--- src/rtl/sdp_arb_pkg.sv ---
// sdp_arb_pkg
// Shared definitions for the two-requester add/sub arbiter:
//   SDP_DATA_W  - default operand/result width
//   OP_*        - operation encodings (bit0: 1 = a+b / 0 = a-b,
//                                      bit1: 1 = +c  / 0 = -c)
//   sdp_req_t   - one granted request as presented to the pipeline
package sdp_arb_pkg;

  localparam int SDP_DATA_W = 8;

  localparam logic [1:0] OP_ADD_ADD = 2'b11;  // (a + b) + c
  localparam logic [1:0] OP_ADD_SUB = 2'b01;  // (a + b) - c
  localparam logic [1:0] OP_SUB_ADD = 2'b10;  // (a - b) + c
  localparam logic [1:0] OP_SUB_SUB = 2'b00;  // (a - b) - c

  typedef struct packed {
    logic [1:0]            op;
    logic [SDP_DATA_W-1:0] a;
    logic [SDP_DATA_W-1:0] b;
    logic [SDP_DATA_W-1:0] c;
    logic                  id;
  } sdp_req_t;

endpackage

--- src/rtl/sdp_arb_pipe.sv ---
// sdp_arb_pipe
// Three-stage stallable add/sub datapath carrying a requester tag.
//   S1 captures the request, S2 forms m = a +/- b, S3 forms n = m +/- c.
//   All stages shift together on i_advance and hold otherwise; bubbles
//   travel with the rest of the pipe (no compression).
// Ports:
//   clk, reset          - clock, synchronous active-high reset
//   i_advance           - shift enable for every stage
//   i_valid/i_op/i_a/i_b/i_c/i_id - request entering S1
//   o_valid/o_id/o_data - S3 contents (registered result)
module sdp_arb_pipe
  import sdp_arb_pkg::*;
#(
  parameter int DATA_W = SDP_DATA_W
) (
  input  logic              clk,
  input  logic              reset,
  input  logic              i_advance,
  input  logic              i_valid,
  input  logic [1:0]        i_op,
  input  logic [DATA_W-1:0] i_a,
  input  logic [DATA_W-1:0] i_b,
  input  logic [DATA_W-1:0] i_c,
  input  logic              i_id,
  output logic              o_valid,
  output logic              o_id,
  output logic [DATA_W-1:0] o_data
);

  logic              r_s1_valid = 1'b0;
  logic [1:0]        r_s1_op    = 2'b00;
  logic [DATA_W-1:0] r_s1_a     = '0;
  logic [DATA_W-1:0] r_s1_b     = '0;
  logic [DATA_W-1:0] r_s1_c     = '0;
  logic              r_s1_id    = 1'b0;

  logic              r_s2_valid = 1'b0;
  logic              r_s2_op1   = 1'b0;
  logic [DATA_W-1:0] r_s2_m     = '0;
  logic [DATA_W-1:0] r_s2_c     = '0;
  logic              r_s2_id    = 1'b0;

  logic              r_s3_valid = 1'b0;
  logic [DATA_W-1:0] r_s3_n     = '0;
  logic              r_s3_id    = 1'b0;

  logic [DATA_W-1:0] w_m;
  logic [DATA_W-1:0] w_n;

  // Stage arithmetic; widths match so wrap-around is silent modulo 2^DATA_W.
  always_comb begin
    w_m = '0;
    w_n = '0;
    if (r_s1_op[0]) begin
      w_m = r_s1_a + r_s1_b;
    end else begin
      w_m = r_s1_a - r_s1_b;
    end
    if (r_s2_op1) begin
      w_n = r_s2_m + r_s2_c;
    end else begin
      w_n = r_s2_m - r_s2_c;
    end
  end

  // Pipeline registers: clear on reset, shift as one on advance, else hold.
  always_ff @(posedge clk) begin
    if (reset) begin
      r_s1_valid <= 1'b0;
      r_s1_op    <= 2'b00;
      r_s1_a     <= '0;
      r_s1_b     <= '0;
      r_s1_c     <= '0;
      r_s1_id    <= 1'b0;
      r_s2_valid <= 1'b0;
      r_s2_op1   <= 1'b0;
      r_s2_m     <= '0;
      r_s2_c     <= '0;
      r_s2_id    <= 1'b0;
      r_s3_valid <= 1'b0;
      r_s3_n     <= '0;
      r_s3_id    <= 1'b0;
    end else if (i_advance) begin
      r_s1_valid <= i_valid;
      r_s1_op    <= i_op;
      r_s1_a     <= i_a;
      r_s1_b     <= i_b;
      r_s1_c     <= i_c;
      r_s1_id    <= i_id;
      r_s2_valid <= r_s1_valid;
      r_s2_op1   <= r_s1_op[1];
      r_s2_m     <= w_m;
      r_s2_c     <= r_s1_c;
      r_s2_id    <= r_s1_id;
      r_s3_valid <= r_s2_valid;
      r_s3_n     <= w_n;
      r_s3_id    <= r_s2_id;
    end
  end

  assign o_valid = r_s3_valid;
  assign o_id    = r_s3_id;
  assign o_data  = r_s3_n;

endmodule

--- src/rtl/sdp_arbiter.sv ---
// sdp_arbiter
// Round-robin arbiter sharing one 3-stage add/sub pipeline between two
// requesters. Results come back tagged with the issuing requester, in
// acceptance order; a stalled response (resp_valid && !resp_ready) freezes
// the whole pipe and blocks new acceptances.
// Ports:
//   clk, reset                         - clock, synchronous active-high reset
//   reqN_valid/op/a/b/c, reqN_ready    - requester N (N = 0, 1) handshake
//   resp_valid/resp_ready/resp_id/resp_data - result handshake
// Optional build macro SDP_ARB_GNT_CNT_EN adds gnt_cnt0/gnt_cnt1: 16-bit
// saturating counts of accepted transfers per requester.
// The request struct in sdp_arb_pkg is sized by SDP_DATA_W, so DATA_W is
// expected to stay at the package default.
module sdp_arbiter
  import sdp_arb_pkg::*;
#(
  parameter int DATA_W = SDP_DATA_W
) (
  input  logic              clk,
  input  logic              reset,
  input  logic              req0_valid,
  output logic              req0_ready,
  input  logic [1:0]        req0_op,
  input  logic [DATA_W-1:0] req0_a,
  input  logic [DATA_W-1:0] req0_b,
  input  logic [DATA_W-1:0] req0_c,
  input  logic              req1_valid,
  output logic              req1_ready,
  input  logic [1:0]        req1_op,
  input  logic [DATA_W-1:0] req1_a,
  input  logic [DATA_W-1:0] req1_b,
  input  logic [DATA_W-1:0] req1_c,
  output logic              resp_valid,
  input  logic              resp_ready,
  output logic              resp_id,
  output logic [DATA_W-1:0] resp_data
`ifdef SDP_ARB_GNT_CNT_EN
  ,
  output logic [15:0]       gnt_cnt0,
  output logic [15:0]       gnt_cnt1
`endif
);

  logic     r_ptr = 1'b0;  // requester that wins when both are valid
  logic     w_advance;
  logic     w_gnt_any;
  logic     w_gnt_id;
  logic     w_accept;
  sdp_req_t w_sel;

  assign w_advance = !resp_valid || resp_ready;

  // Grant selection and request mux; reset forces no acceptance.
  always_comb begin
    w_gnt_any = req0_valid || req1_valid;
    w_gnt_id  = 1'b0;
    if (req0_valid && req1_valid) begin
      w_gnt_id = r_ptr;
    end else begin
      w_gnt_id = req1_valid;
    end
    w_accept = !reset && w_advance && w_gnt_any;
    if (w_gnt_id) begin
      w_sel = '{op: req1_op, a: req1_a, b: req1_b, c: req1_c, id: 1'b1};
    end else begin
      w_sel = '{op: req0_op, a: req0_a, b: req0_b, c: req0_c, id: 1'b0};
    end
  end

  assign req0_ready = w_accept && !w_gnt_id;
  assign req1_ready = w_accept &&  w_gnt_id;

  // Round-robin pointer: after a grant, the other requester gets priority.
  always_ff @(posedge clk) begin
    if (reset) begin
      r_ptr <= 1'b0;
    end else if (w_accept) begin
      r_ptr <= !w_gnt_id;
    end
  end

`ifdef SDP_ARB_GNT_CNT_EN
  logic [15:0] r_gnt_cnt0 = 16'h0000;
  logic [15:0] r_gnt_cnt1 = 16'h0000;

  // Per-requester acceptance counters, saturating at all-ones.
  always_ff @(posedge clk) begin
    if (reset) begin
      r_gnt_cnt0 <= 16'h0000;
      r_gnt_cnt1 <= 16'h0000;
    end else begin
      if (req0_ready && (r_gnt_cnt0 != 16'hFFFF)) begin
        r_gnt_cnt0 <= r_gnt_cnt0 + 16'h0001;
      end
      if (req1_ready && (r_gnt_cnt1 != 16'hFFFF)) begin
        r_gnt_cnt1 <= r_gnt_cnt1 + 16'h0001;
      end
    end
  end

  assign gnt_cnt0 = r_gnt_cnt0;
  assign gnt_cnt1 = r_gnt_cnt1;
`endif

  sdp_arb_pipe #(
    .DATA_W (DATA_W)
  ) u_pipe (
    .clk       (clk),
    .reset     (reset),
    .i_advance (w_advance),
    .i_valid   (w_accept),
    .i_op      (w_sel.op),
    .i_a       (w_sel.a),
    .i_b       (w_sel.b),
    .i_c       (w_sel.c),
    .i_id      (w_sel.id),
    .o_valid   (resp_valid),
    .o_id      (resp_id),
    .o_data    (resp_data)
  );

endmodule
--- config.mk ---
export PLATFORM = sky130hd
export DESIGN_NAME = sdp_arbiter
export DESIGN_NICKNAME = d
export VERILOG_FILES = /design/src/rtl/sdp_arb_pkg.sv /design/src/rtl/sdp_arb_pipe.sv /design/src/rtl/sdp_arbiter.sv
export SDC_FILE = /design/constraint.sdc
export NUM_CORES = 1
export LEC_CHECK = 0
export ABC_CLOCK_PERIOD_IN_PS = 2900
export CORE_AREA = 2 2 84 86
export CTS_CLUSTER_DIAMETER = 40
export DETAILED_ROUTE_END_ITERATION = 10
export DIE_AREA = 0 0 86 88
export PLACE_DENSITY = 0.74
export SYNTH_ARGS = -nofsm -noshare
export SYNTH_HDL_FRONTEND = slang
export SYNTH_SLANG_ARGS = --single-unit
--- constraint.sdc ---
create_clock -name clk -period 2.9 [get_ports clk]
set_input_delay 0.58 -clock clk [delete_from_list [all_inputs] [get_ports clk]]
set_output_delay 0.58 -clock clk [all_outputs]
set_load 0.005 [all_outputs]
After elaboration in Yosys (flattened, before gate mapping)
Index checks and enable logic that the tools add are counted.
Storage, ports and cells
  flip-flop bits (word level): 58
  bits in latches: 0
  bits in writable memories: 0
  memory bits (read-only): 0
  word-level logic and storage cells: 33
  memories: 0
Operators by class
  add/sub/neg operators: 4
  multiply operators: 0
  divide/modulo/power cells: 0
  order comparisons: 0
  equality and inequality tests: 0
  shift operators: 0
  mux-type cells: 4
  bitwise logic cells: 0
  reduce and logical (&&, ||, !) cells: 10
Operators with widths (count)
  27-bit 2-to-1 mux: 1
  8-bit adder: 2
  8-bit 2-to-1 mux: 2
  8-bit subtractor: 2
  1-bit logical AND: 5
  1-bit logical NOT: 3
  1-bit logical OR: 2
  1-bit 2-to-1 mux: 1

Logic depth before layout (Yosys ltp)
Gate-level depths: netlist (run 1).
  word-level depth: 5
  depth in mapped cells: 11

Hierarchy
A second synthesis (run 1) with hierarchy kept.
Second synthesis, totals
  cell total of the unflattened synthesis: 342
  area total of the unflattened synthesis: 3334.4 um^2
Modules (own cells, without submodules)
  sdp_arb_pipe: instances 1, cells each 300, area each 2844.0 um^2, seq. area each 1141.1 um^2
  sdp_arbiter: instances 1, cells each 42, area each 490.5 um^2, seq. area each 20.0 um^2

Worst setup path after synthesis (run 1)
No wires, ideal clock.
  path type: register to register
  from: register u_pipe.r_s1_b[0]
  to: register u_pipe.r_s2_m[6]
  data arrival time: 2.275 ns
  path slack: 0.503 ns
  stages on the path, launching flop included: 10
  clock period less this slack: 2.397 ns
  path through: dfxtp_1 -> inv_1 -> ha_1 -> mux2_2 -> fa_1 -> a21o_1 -> a21oi_1 -> o21ai_2 -> mux2i_1 -> a311o_1
On the way
  longest elaborated chain between the ends: 2
  elaborated cells on any way between the ends: 3
  classes of those cells: add/sub: 2; mux: 1
Ends and longest elaborated chain
  start, declared: RTL line sdp_arb_pipe.sv:33  | logic [DATA_W-1:0] r_s1_b = '0;
  start signal, assigned: RTL line sdp_arb_pipe.sv:87  | r_s1_b <= i_b;
  8-bit subtractor / 8-bit adder (equally long branches): RTL line sdp_arb_pipe.sv:57, sdp_arb_pipe.sv:55
  8-bit 2-to-1 mux (*): RTL line sdp_arb_pipe.sv:54  | if (r_s1_op[0]) begin
  end signal, assigned: RTL line sdp_arb_pipe.sv:92  | r_s2_m <= w_m;
  end, declared: RTL line sdp_arb_pipe.sv:39  | logic [DATA_W-1:0] r_s2_m = '0;
Mark *: on every way between the ends. The rest lies on a longest branch, timed or not.
A chain may end at the register's enable or synchronous reset.

Worst setup path after layout (run 1)
  from: input req0_valid
  to: output req0_ready
On the way
  longest elaborated chain between the ends: 4
  elaborated cells on any way between the ends: 6
  classes of those cells: mux: 1; reduce/logical: 5
Ends and longest elaborated chain
  start, declared: RTL line sdp_arbiter.sv:21  | input logic req0_valid,
  1-bit logical AND: RTL line sdp_arbiter.sv:57  | if (req0_valid && req1_valid) begin
  1-bit 2-to-1 mux: RTL line sdp_arbiter.sv:57
  1-bit logical NOT: RTL line sdp_arbiter.sv:70  | assign req0_ready = w_accept && !w_gnt_id;
  1-bit logical AND (*): RTL line sdp_arbiter.sv:70
  end, declared: RTL line sdp_arbiter.sv:22  | output logic req0_ready,
Marked as above.

==> results.sh, run 1 <==
export IMPL_via_count_of_the_first_global_routing_pass=2459
export IMPL_worst_setup_path_end_kind="output pin"
export IMPL_rows=30
export IMPL_hpwlAfterDp_mm=4.66
export IMPL_num_io_pins=69
export IMPL_cts_hold_fix_buffers=0
export IMPL_vias=2655
export IMPL_fp_coreArea_mm2=0.00664
export IMPL_synth_lib_cells_used_distinct=38
export IMPL_timing_final_ws_setup_ps=243
export IMPL_cts_path_max_buffers=2
export IMPL_fp_dieArea_mm2=0.00757
export IMPL_power_density_mw_per_mm2=618
export IMPL_cts_clk_slew_worst_paths_ps=60
export IMPL_worstPathRequired_ps=2320
export IMPL_place_ws_ps=246
export IMPL_antenna_cells=0
export IMPL_postCtsSetupBuffers=0
export IMPL_grt_setup_unrepaired="false"
export IMPL_die_x_um=86
export IMPL_cts_sinks=58
export IMPL_chipHeight_um=88
export IMPL_path_max_fanout=3
export IMPL_vdd_ir_drop_worst_mv=0.287
export IMPL_finalCriticalPeriod_ps=2660
export IMPL_hold_path_class="reg -> reg"
export IMPL_areaGrowthSynthToFinish_pct=29.6
export IMPL_post_cts_resized=0
export IMPL_final_min_period_over_clock_period_pct=91.6
export IMPL_syn_avg_cell_area_um2=8.68
export IMPL_syn_instance_count=363
export IMPL_cp_start_kind="input pin"
export IMPL_drt_antenna_violating_nets=0
export IMPL_grt_pass1_wl_mm=10.9
export IMPL_fmax_ghz=0.376
export IMPL_reg2reg_depth=9
export IMPL_floorplan_initialDensity_pct=47.4
export IMPL_fill_cells=567
export IMPL_grt_antenna_before_repair=0
export IMPL_timing_critical_path_cells="clkdlybuf4s50_1 -> inv_1 -> o21ai_4 -> nor3b_1 -> clkdlybuf4s50_1"
export IMPL_placed_area_mm2=0.00386
export IMPL_synth_sequential_area_ratio_pct=36.9
export IMPL_data_arrival_time_of_the_critical_path_ps=2080
export IMPL_capture_instance_of_the_worst_register_to_register_path="u_pipe.r_s2_m[6]"
export IMPL_synth_ff_latch_count=58
export IMPL_first_pass_iters=4
export IMPL_multi_input_comb_area_mm2=0.00184
export IMPL_result_of_the_run="complete, no violations"
export IMPL_max_cap_violations=0
export IMPL_clkLatencyLatePin_ps=340
export IMPL_wl_per_cell_um=12.5
export IMPL_synth_async_sr_flop_share_pct=0
export IMPL_timing_reg2reg_setup_slack_ps=330
export IMPL_synth_top_area_share_pct=36.9
export IMPL_fin_tns_setup_ps=0
export IMPL_cts_max_level=3
export IMPL_drcViolationCount=0
export IMPL_total_cts_buffers=9
export IMPL_first_iter_violations=99
export IMPL_critical_path_top_delay_family="buffers and inverters"
export IMPL_reg_area_mm2=0.00116
export IMPL_wirelength_mm=6.40
export IMPL_synth_area_top_cells="sky130_fd_sc_hd__dfxtp_1 37%, sky130_fd_sc_hd__mux2i_1 8.9%, sky130_fd_sc_hd__ha_1 6.4%"
export IMPL_aggregate_global_routing_overflow=0
export IMPL_root_buffer="sky130_fd_sc_hd__clkbuf_8"
export IMPL_drt_vias_per_instance=5.21
export IMPL_critical_path_slowest_cell="sky130_fd_sc_hd__clkdlybuf4s50_1"
export IMPL_gp_congestion=0.928
export IMPL_finalSetupViolCount=0
export IMPL_dominant_synthesized_flop_cell="sky130_fd_sc_hd__dfxtp_1"
export IMPL_maximum_number_of_pins_on_one_net_before_global_route_repair=88
export IMPL_setup_worst_path_class="in -> out"
export IMPL_layout_cells_sized_above_1_pct=9.07
export IMPL_fin_worst_skew_ps=7.97
export IMPL_global_route_usage_total_pct=18.2
export IMPL_tritoncts="built"
export IMPL_crit_top_cell="sky130_fd_sc_hd__clkdlybuf4s50_1"
export IMPL_critical_path_reg2reg_startpoint="u_pipe.r_s1_b[0]"
export IMPL_max_slew_margin_rel_pct=44.7
export IMPL_io_buffer_count=68
export IMPL_finalNetCount=500
export IMPL_path_buf_inv=3
export IMPL_final_design_area_no_fill_mm2=0.00408
export IMPL_synthesis_nets=438
export IMPL_tightestPinTransition_ps=830
export IMPL_crit_path_depth=5
export IMPL_report_final_hold_viol_count=0
export IMPL_static_leakage_power_nw=1.77
export IMPL_final_max_slew_violation_count=0
export IMPL_critical_path_endpoint="req0_ready"
export IMPL_critPathMaxStageDelay_ps=540
export IMPL_worst_setup_path_startpoint="req0_valid"
export IMPL_syn_area_mm2=0.00315
export IMPL_synth_largest_area_cell="sky130_fd_sc_hd__dfxtp_1"
export IMPL_yosys_warnings=0
export IMPL_synth_enable_flop_cells=0
==> area by class of cell <==
| type | count | share of cell area, % |
|---|---|---|
| Sequential cell | 58 | 28.4 |
| Clock inverter | 5 | 1.90 |
| Timing Repair Buffer | 75 | 17.8 |
| Inverter | 9 | 0.827 |
| Clock buffer | 11 | 3.46 |
| Tap cell | 80 | 2.45 |
| Multi-Input combinational cell | 272 | 45.1 |
==> per-stage QoR <==
step | utilization [%] | cells | hold slack [ps] | total power [mW]
after floorplan | - | 363 | 432 | 1.47
after detailed placement | 58.2 | 494 | 445 | 1.72
after global placement | 58.2 | 494 | 438 | 1.69
after CTS | 61.5 | 510 | 453 | 2.54
final | 61.5 | 510 | 452 | 2.52
after global routing | 61.5 | 510 | 477 | 2.66
==> routing by layer <==
metal | vias to the layer above | GRT usage, % | routed length (µm)
li1 | 1395 | - | -
met4 | 0 | 7.79 | 62
met1 | 1194 | 22.3 | 2980
met3 | 7 | 3.68 | 307
met2 | 59 | 31.2 | 3040
met5 | - | 0 | 0
==> worst reg2reg max path, cell delays in order, from the launching register on <==
cell                      delay [ps]
sky130_fd_sc_hd__dfxtp_1         380
sky130_fd_sc_hd__inv_1            60
sky130_fd_sc_hd__ha_1            290
sky130_fd_sc_hd__mux2_2          300
sky130_fd_sc_hd__fa_1            440
sky130_fd_sc_hd__a21o_1          180
sky130_fd_sc_hd__a21oi_1         260
sky130_fd_sc_hd__o21ai_2         110
sky130_fd_sc_hd__mux2i_1         130
sky130_fd_sc_hd__a311o_1         310
==> synth_stat cells, types with 2 or more instances <==
cell type and count:
sky130_fd_sc_hd__dfxtp_1 58, sky130_fd_sc_hd__nand2_1 52, sky130_fd_sc_hd__nor2_1 45, sky130_fd_sc_hd__a21oi_1 34
sky130_fd_sc_hd__mux2i_1 28, sky130_fd_sc_hd__a211oi_1 22, sky130_fd_sc_hd__ha_1 16, sky130_fd_sc_hd__xnor2_1 12
sky130_fd_sc_hd__buf_2 11, sky130_fd_sc_hd__xor2_1 11, sky130_fd_sc_hd__clkbuf_1 10, sky130_fd_sc_hd__inv_1 9
sky130_fd_sc_hd__a211oi_2 7, sky130_fd_sc_hd__a21o_1 5, sky130_fd_sc_hd__a31oi_1 4, sky130_fd_sc_hd__nand3_1 4
sky130_fd_sc_hd__o21ai_2 3, sky130_fd_sc_hd__or3_1 3, sky130_fd_sc_hd__a311o_1 2, sky130_fd_sc_hd__fa_1 2
sky130_fd_sc_hd__mux2_2 2, sky130_fd_sc_hd__nand4b_1 2, sky130_fd_sc_hd__nor3_1 2, sky130_fd_sc_hd__nor3b_1 2
sky130_fd_sc_hd__nor4b_1 2, sky130_fd_sc_hd__o21ai_0 2, sky130_fd_sc_hd__o22ai_1 2
==> kinds of logic after synthesis <==
| kind of cell | synth area share [%] |
|---|---|
| DFF | 36.9 |
| muxes | 9.61 |
| and+or+nand+nor | 15.9 |
| xor gates and xnor gates | 6.39 |
| AOI/OAI and AO/OA | 18.5 |
| buffers and inverters | 5.08 |
| adders and majority gates | 7.63 |
==> sequential cells by signal (all words and copies together), names as in the netlist, 2 cells and up <==
signal          flops
u_pipe.r_s1_a       8
u_pipe.r_s2_m       8
u_pipe.o_data       8
u_pipe.r_s2_c       8
u_pipe.r_s1_c       8
u_pipe.r_s1_b       8
u_pipe.r_s1_op      2
==> worst min path at each step <==
stage	startpoint	endpoint	slack (ps)	cells after the start
after CTS	u_pipe.r_s1_op[1]	u_pipe.r_s2_op1	450	2
after detailed placement	u_pipe.r_s1_op[1]	u_pipe.r_s2_op1	440	2
after floorplan	u_pipe.r_s2_c[6]	u_pipe.r_s2_c[6]	430	2
after global placement	u_pipe.r_s2_id	u_pipe.r_s2_id	440	2
after global routing	u_pipe.o_data[0]	u_pipe.o_data[0]	480	2
final	u_pipe.o_data[1]	u_pipe.o_data[1]	450	2
==> power breakdown <==
| part | switching [mW] | internal (mW) |
|---|---|---|
| Sequential | 0.0703 | 0.905 |
| Combinational | 0.331 | 0.392 |
| Clock | 0.322 | 0.504 |
| Total | 0.723 | 1.80 |
==> cells in the final DEF, fill, tap and decap left out, drive strengths merged, types with 3 or more instances in the layout <==
cell type / n
xnor2: 12
nand2: 52
nand3: 4
clkdlybuf4s50: 67
xor2: 11
mux2i: 28
a21o: 5
nor2: 45
nor3: 3
or3: 3
clkbuf: 11
inv: 9
a211oi: 29
a21oi: 34
a31oi: 5
dfxtp: 58
o21ai: 5
ha: 16
buf: 8
(Power assumes the default switching activity.)
==> inputs of run 2 (changes only) <==
--- a/config.mk
+++ b/config.mk
@@ -7,7 +7,6 @@
 export LEC_CHECK = 0
 export ABC_CLOCK_PERIOD_IN_PS = 2900
 export CORE_AREA = 2 2 84 86
-export CTS_CLUSTER_DIAMETER = 40
 export DETAILED_ROUTE_END_ITERATION = 10
 export DIE_AREA = 0 0 86 88
 export PLACE_DENSITY = 0.74
==> results of run 2 <==
The final DEF is identical to that of run 1; final timing and power are the same.
